[src/rtl/gray_mul_sched.sv]
// Shares one start/done FP32 multiplier across the R, G, B weights of the gray path.
// Optional build macro ZERO_SKIP_EN: zero channels bypass the multiplier entirely.
module gray_mul_sched #(
  parameter logic [31:0] RED_FACTOR   = 32'h3e991687,
  parameter logic [31:0] GREEN_FACTOR = 32'h3f1645a2,
  parameter logic [31:0] BLUE_FACTOR  = 32'h3de978d5
) (
  input  logic        CLK,
  input  logic        RST,
  input  logic        PIX_VALID,
  output logic        PIX_READY,
  input  logic [31:0] Red_In,
  input  logic [31:0] Green_In,
  input  logic [31:0] Blue_In,
  output logic        MUL_START,
  output logic [31:0] MUL_A,
  output logic [31:0] MUL_B,
  input  logic [31:0] MUL_RESULT,
  input  logic        MUL_DONE,
  output logic        OUT_VALID,
  input  logic        OUT_READY,
  output logic [31:0] Red_Out,
  output logic [31:0] Green_Out,
  output logic [31:0] Blue_Out,
  output logic        BUSY
);

  typedef enum logic [1:0] {IDLE, ISSUE, WAIT, OUT} state_t;

  state_t          state_q;
  logic [1:0]      ch_q;
  logic [2:0][31:0] pix_q;
  logic [2:0][31:0] prod_q;
  logic            rdy_q, start_q, ovld_q;
  logic [31:0]     a_q, b_q;

  logic [1:0]  nch;
  logic [31:0] nval, cval;
  logic        nxt_start, cur_zero;

  function automatic logic [31:0] factor(input logic [1:0] c);
    case (c)
      2'd0:    return RED_FACTOR;
      2'd1:    return GREEN_FACTOR;
      default: return BLUE_FACTOR;
    endcase
  endfunction

  function automatic logic [31:0] chan_sel(input logic [2:0][31:0] p, input logic [1:0] c);
    case (c)
      2'd0:    return p[0];
      2'd1:    return p[1];
      default: return p[2];
    endcase
  endfunction

  // Channel/value the next ISSUE will use: R straight from the inputs on accept.
  assign nch      = (state_q == IDLE) ? 2'd0 : ch_q + 2'd1;
  assign nval     = (state_q == IDLE) ? Red_In : chan_sel(pix_q, nch);
  assign cval     = chan_sel(pix_q, ch_q);
  assign cur_zero = (cval == 32'h0);

`ifdef ZERO_SKIP_EN
  assign nxt_start = (nval != 32'h0);
`else
  assign nxt_start = 1'b1;
`endif

  always_ff @(posedge CLK) begin
    if (RST) begin
      state_q <= IDLE;
      ch_q    <= 2'd0;
      pix_q   <= '0;
      prod_q  <= '0;
      rdy_q   <= 1'b0;
      start_q <= 1'b0;
      ovld_q  <= 1'b0;
      a_q     <= 32'h0;
      b_q     <= 32'h0;
    end else begin
      case (state_q)
        IDLE: begin
          rdy_q <= 1'b1;
          if (PIX_VALID && rdy_q) begin
            pix_q   <= {Blue_In, Green_In, Red_In};
            ch_q    <= 2'd0;
            rdy_q   <= 1'b0;
            state_q <= ISSUE;
            start_q <= nxt_start;
            a_q     <= nval;
            b_q     <= factor(nch);
          end
        end
        ISSUE: begin
          start_q <= 1'b0;
`ifdef ZERO_SKIP_EN
          if (cur_zero) begin
            for (int i = 0; i < 3; i++)
              if (ch_q == 2'(i)) prod_q[i] <= 32'h0;
            if (ch_q == 2'd2) begin
              state_q <= OUT;
              ovld_q  <= 1'b1;
            end else begin
              ch_q    <= nch;
              start_q <= nxt_start;
              a_q     <= nval;
              b_q     <= factor(nch);
            end
          end else begin
            state_q <= WAIT;
          end
`else
          state_q <= WAIT;
`endif
        end
        WAIT: begin
          if (MUL_DONE) begin
            // Exact +0.0 inputs force a zero product whatever the multiplier says.
            for (int i = 0; i < 3; i++)
              if (ch_q == 2'(i)) prod_q[i] <= cur_zero ? 32'h0 : MUL_RESULT;
            if (ch_q == 2'd2) begin
              state_q <= OUT;
              ovld_q  <= 1'b1;
            end else begin
              ch_q    <= nch;
              state_q <= ISSUE;
              start_q <= nxt_start;
              a_q     <= nval;
              b_q     <= factor(nch);
            end
          end
        end
        OUT: begin
          if (OUT_READY) begin
            ovld_q  <= 1'b0;
            rdy_q   <= 1'b1;
            state_q <= IDLE;
          end
        end
        default: state_q <= IDLE;
      endcase
    end
  end

  assign PIX_READY = rdy_q;
  assign MUL_START = start_q;
  assign MUL_A     = a_q;
  assign MUL_B     = b_q;
  assign OUT_VALID = ovld_q;
  assign Red_Out   = prod_q[0];
  assign Green_Out = prod_q[1];
  assign Blue_Out  = prod_q[2];
  assign BUSY      = (state_q != IDLE);

endmodule

[config.mk]
export PLATFORM = sky130hd
export DESIGN_NAME = gray_mul_sched
export DESIGN_NICKNAME = d
export VERILOG_FILES = /design/src/rtl/gray_mul_sched.sv
export SDC_FILE = /design/constraint.sdc
export NUM_CORES = 1
export LEC_CHECK = 0
export BUFFER_PORTS_ARGS = -buffer_cell sky130_fd_sc_hd__buf_2
export CORE_MARGIN = 3
export CORE_UTILIZATION = 50
export CTS_BUF_LIST = sky130_fd_sc_hd__clkbuf_16
export CTS_CLUSTER_SIZE = 40
export DETAILED_ROUTE_END_ITERATION = 8
export GPL_TIMING_DRIVEN = 0
export PLACE_DENSITY = 0.75
export SYNTH_ARGS = -nofsm -noshare
export SYNTH_HDL_FRONTEND = slang
export SYNTH_SLANG_ARGS = --single-unit
[constraint.sdc]
create_clock -name CLK -period 2.63 [get_ports CLK]
set_input_delay 0 -clock CLK [delete_from_list [all_inputs] [get_ports CLK]]
set_output_delay 0 -clock CLK [all_outputs]
set_load 0.02 [all_outputs]
After elaboration in Yosys (flattened, before gate mapping)
Index checks and enable logic that the tools add are counted.
Operators by class
  add/subtract/negate cells: 1
  muxes and demuxes: 34
  eq/ne operators: 11
  reductions and logical operators: 19
Operator list (number)
  32-bit two-way mux: 8
  32-bit case mux with 2 select lines: 4
  26-bit case mux with 2 select lines: 1
  32-bit logical NOT: 1
  2-bit two-way mux: 8
  3-bit AND reduction: 4
  4-bit AND reduction: 3
  1-bit two-way mux: 8
  2-bit inequality test, second input constant: 4
  2-bit case mux with 4 select lines: 1
  2-bit nonzero test: 4
  2-bit by 1-bit == test with 1-bit output, second input constant: 3
  2-bit == test, second input constant: 3
  2-bit logical NOT: 3
  1-bit case mux with 2 select lines: 2
  2-bit case mux with 2 select lines: 1
  2-bit AND reduction: 2
  1-bit case mux with 3 select lines: 1
  3-bit nonzero test: 1
  2-bit by 1-bit adder with 2-bit output, second input constant: 1
  2-bit by 1-bit inequality test with 1-bit output, second input constant: 1
  1-bit logical AND: 1
Storage, ports and cells
  output and inout bits: 164
  word-level logic and storage cells: 78
  input port bits: 133
  register bits: 263

Depth between registers and ports, before layout
  depth in word-level cells: 8
  mapped depth: 12
  mapped depth without buffers: 7

Least setup slack after synthesis
No wires, ideal clock.
  path kind: reg-to-reg
  start point: register ch_q[0]
  end point: register prod_q (netlist bit Red_Out[10])
  stages on the path, launching flop included: 11
  data required time: 2.544 ns
  path slack: 0.347 ns
  period minus slack after synthesis: 2.283 ns
  data arrival time: 2.198 ns
  buffers on the path: 5
  library setup time: 0.086 ns
  cell sequence: dfxtp_1 clkbuf_1 inv_1 ha_1 buf_2 a311o_1 and4_1 buf_6 buf_6 buf_8 o31ai_2
On the way
  word-level cells in the longest chain between the ends: 4
  elaborated cells on any way between the ends: 6
  those cells by class: eq/ne: 1; mux: 2; reduce/logical: 3
Ends and longest elaborated chain
  from (decl): line 31  | logic [1:0] ch_q;
  from (signal assigned): line 125  | ch_q <= nch;
  2-bit by 1-bit == test with 1-bit output or 2-bit logical NOT (tied branches): line 50, 120
  32-bit case mux with 2 select lines: line 50  | case (c)
  32-bit logical NOT: line 61  | assign cur_zero = (cval == 32'h0);
  32-bit two-way mux: line 120  | if (ch_q == 2'(i)) prod_q[i] <= cur_zero ? 32'h0 : MUL_RESULT;
  to (signal, indexed assignment): line 120
  to (decl): line 33  | logic [2:0][31:0] prod_q;
Parallel ways exist; a longest one is shown, timed or not.
A chain may end at the register's enable or synchronous reset.

Final worst setup path
  start point: register ch_q[0]
  end point: register prod_q (netlist bit Red_Out[11])
Same word-level chain as after synthesis.

==> summary.txt <==
GRT
  • Grt ovf: 0
  • Largest net degree at the start of global routing: 16
  • Met2 usage: 53.07%
  • Global route hottest layer: met2
  • First-pass GRT wire length: 56.41 mm
  • M1 GR Usage: 41.06%
  • Met3 Usage GRT: 4.862%
  • Initial antenna violation count: 1
  • GRT Total Usage: 31.60%
  • Vias in the first global route: 10.43k

Timing
  • Slew headroom: 49.19%
  • Period utilization: 92.82%
  • Peak Freq: 409.7 MHz
  • Setup violators final: 0
  • RSZ-0062 raised after global routing: false
  • Tmin final: 2441 ps
  • Final hold vios: 0
  • Skew final: 17.89 ps
  • Worst slew pin tran: 762.1 ps
  • Final Slew Violations: 0

CTS
  • CTS Buf Count: 24
  • H-tree Lvls: 1
  • Post-CTS setup buffers: 0
  • Max clock buf depth: 3
  • Clock Latency Late Sink: 520 ps
  • CTS clk-pin slew, worst paths: 70 ps
  • TritonCTS clock tree: done
  • # clock sinks: 238
  • Root Driver: clkbuf_16

Synth
  • Synth Warn #: 0
  • Cell Area, Synth: 0.01025 mm2
  • Seq/Total Area, Yosys: 46.46%
  • Syn avg cell area: 8.713 um2
  • Area contributors post-synth: dfxtp_1 (46%), nand2_1 (8.5%), a21oi_1 (8.3%)
  • Register bit total from synthesis: 238
  • Syn Inst Count: 1,177
  • Ys flop type: dfxtp_1
  • Ys async rst share: 0%
  • Synth top area share: 46.46%
  • Leading area contributor after synthesis: dfxtp_1
  • Netlist cell types: 37
  • Post-synth EDFFs: 0

Floorplanning
  • DIE HEIGHT: 149.2 um
  • I/O Pins: 297
  • Initial Utilization: 51.84%
  • Die Width: 149.2 um
  • FP Rows: 51
  • Core Region: 0.01978 mm2
  • Die area: 0.02226 mm2

Finish
  • Design Area, Final: 0.01418 mm2
  • Layout area overhead: 38.29%
  • Fraction of layout cells with a size suffix above 1: 26.55%
  • Most common library cell in the layout ignoring fill and taps: buf_2
  • Post-Layout Cell Count: 1,908
  • Commonest cells after routing, fill and taps aside: buf_2 (314), dfxtp_1 (238), nand2_1 (230)
  • Final #Nets: 1,764
  • Core Util, Final: 71.69%

Detailed routing
  • Total iterations of the first detailed-routing run: 7
  • Final ANT Viol Nets: 0
  • Total wire length: 36.88 mm
  • Vias per cell: 5.736
  • DR vias: 10.94k
  • Per-cell routed wire length: 19.33 um
  • Remaining DRCs: 0
  • DRC marker count from the first detailed-route iteration: 988

Power and ir drop
  • Total design power: 8.688 mW
  • PD cells: 612.6 mW/mm2
  • Lkg Pwr: 5.926 nW
  • Worst vdd rail ir drop: 0.4815 mV

Run
  • MaxCap Viol Count: 0

Placed design
  • Dpl cell area: 0.01205 mm2
  • Dpl hpwl: 25.75 mm
  • I/O Buffers: 291
  • RePlAce Congestion: 0.9468
  • Placed cell count: 1,736

Worst setup path
  • Largest fanout on the critical path: 10
  • Required time of the worst setup path: 3000 ps
  • Critical Setup Path Class: flip-flop to flip-flop
  • Crit end category: flip-flop
  • Setup crit start kind: flip-flop
  • Arr. time, crit path: 2810 ps

Status
  • Status: complete, no violations

Hold path
  • Hold crit path type: input pin to flip-flop
## flip-flops by register name, indices dropped and copies added (netlist names)
| register | flops |
|---|---|
| Green_Out | 32 |
| PIX_READY | 1 |
| Blue_Out | 32 |
| ch_q | 2 |
| pix_q | 96 |
| MUL_A | 32 |
| OUT_VALID | 1 |
| MUL_START | 1 |
| Red_Out | 32 |
| MUL_B | 7 |
| state_q | 2 |
## cell type report
type | instances | area [um2]
fillers | 1563 | 5600
multi-input cells | 804 | 4812
flip-flops and latches | 238 | 4765
repair buffers | 422 | 2768
plain buffers | 133 | 709.4
clock buffers | 25 | 625.6
well taps | 265 | 331.6
clock inverters | 15 | 148.9
inverters | 5 | 18.77
diodes | 1 | 2.502
## kinds of logic (layout without fill, tap and decap cells)
| group | after synthesis | after routing | synth area share [%] |
|---|---|---|---|
| buffers and inverters | 138 | 600 | 6.930 |
| AOI/OAI and AO/OA | 310 | 310 | 20.77 |
| adders and majority gates | 3 | 3 | 0.3661 |
| DFF | 238 | 238 | 46.46 |
| other | 1 | 5 | 0.03657 |
| muxes | 34 | 34 | 3.319 |
| and+or+nand+nor | 453 | 453 | 22.12 |
## synthesized netlist by cell type (4+ instances only)
library cell  instances
a21oi_1             170
nand3b_1             97
o31ai_2              40
buf_4                27
nand2_1             231
buf_1                 6
dfxtp_1             238
nor3_1                7
mux2i_1              34
o221ai_1             32
o21ai_0               6
nor4_1               20
buf_2                25
nor2_1               45
clkbuf_1             69
nand3_1               6
inv_1                 5
nand2b_1             33
o31ai_1              56
buf_8                 4
## power by group
part	leakage (nW)	internal [mW]	total, mW	switching (mW)
sequential	1.93	3.74	3.85	0.113
combinational	3.61	0.580	1.43	0.850
clock	0.389	2.01	3.40	1.40
total	5.93	6.33	8.69	2.36
## critical path, stage by stage (launching register included)
cell and delay (ps):
dfxtp_1 330, clkbuf_4 200, inv_1 90, ha_1 140, buf_2 200, nor4b_2 250, nand3_1 120, a22oi_1 180
and4_1 230, buf_6 130, buf_6 160, buf_8 170, o31ai_2 90
## metrics by stage
stage               setup TNS, ps  hold slack (ps)  setup WS (ps)
finish                          0            139.3          188.9
global route                    0            166.3          12.82
CTS                             0            122.8          114.7
detailed placement          -5611            248.0         -174.4
global placement            -1807            242.3         -127.4
floorplan                       0            136.0          346.8
## routing by layer
metal  wire (um)  vias to the layer above
met4        1466                        0
met5           0                        -
met2       17520                      677
met3        3441                      115
li1            -                     5042
met1       14450                     5110
## timing repair
action,CTS,global route
endpoints found under the setup margin,105,73
gates resized for setup,5,12
pin swaps,0,0
hold endpoints to repair,229,0
hold buffers,131,0
## path summary, 6_finish.rpt
| path | slack, ps | from | end | cells after the start |
|---|---|---|---|---|
| worst min-delay path | 140 | RST | Red_Out[1] | 3 |
| worst max-delay path | 190 | ch_q[0] | Red_Out[11] | 12 |
| worst min register to register | 450 | MUL_A[22] | MUL_A[22] | 2 |
| worst max register to register | 190 | ch_q[0] | Red_Out[11] | 12 |
Power figures use the tool's default switching activity.
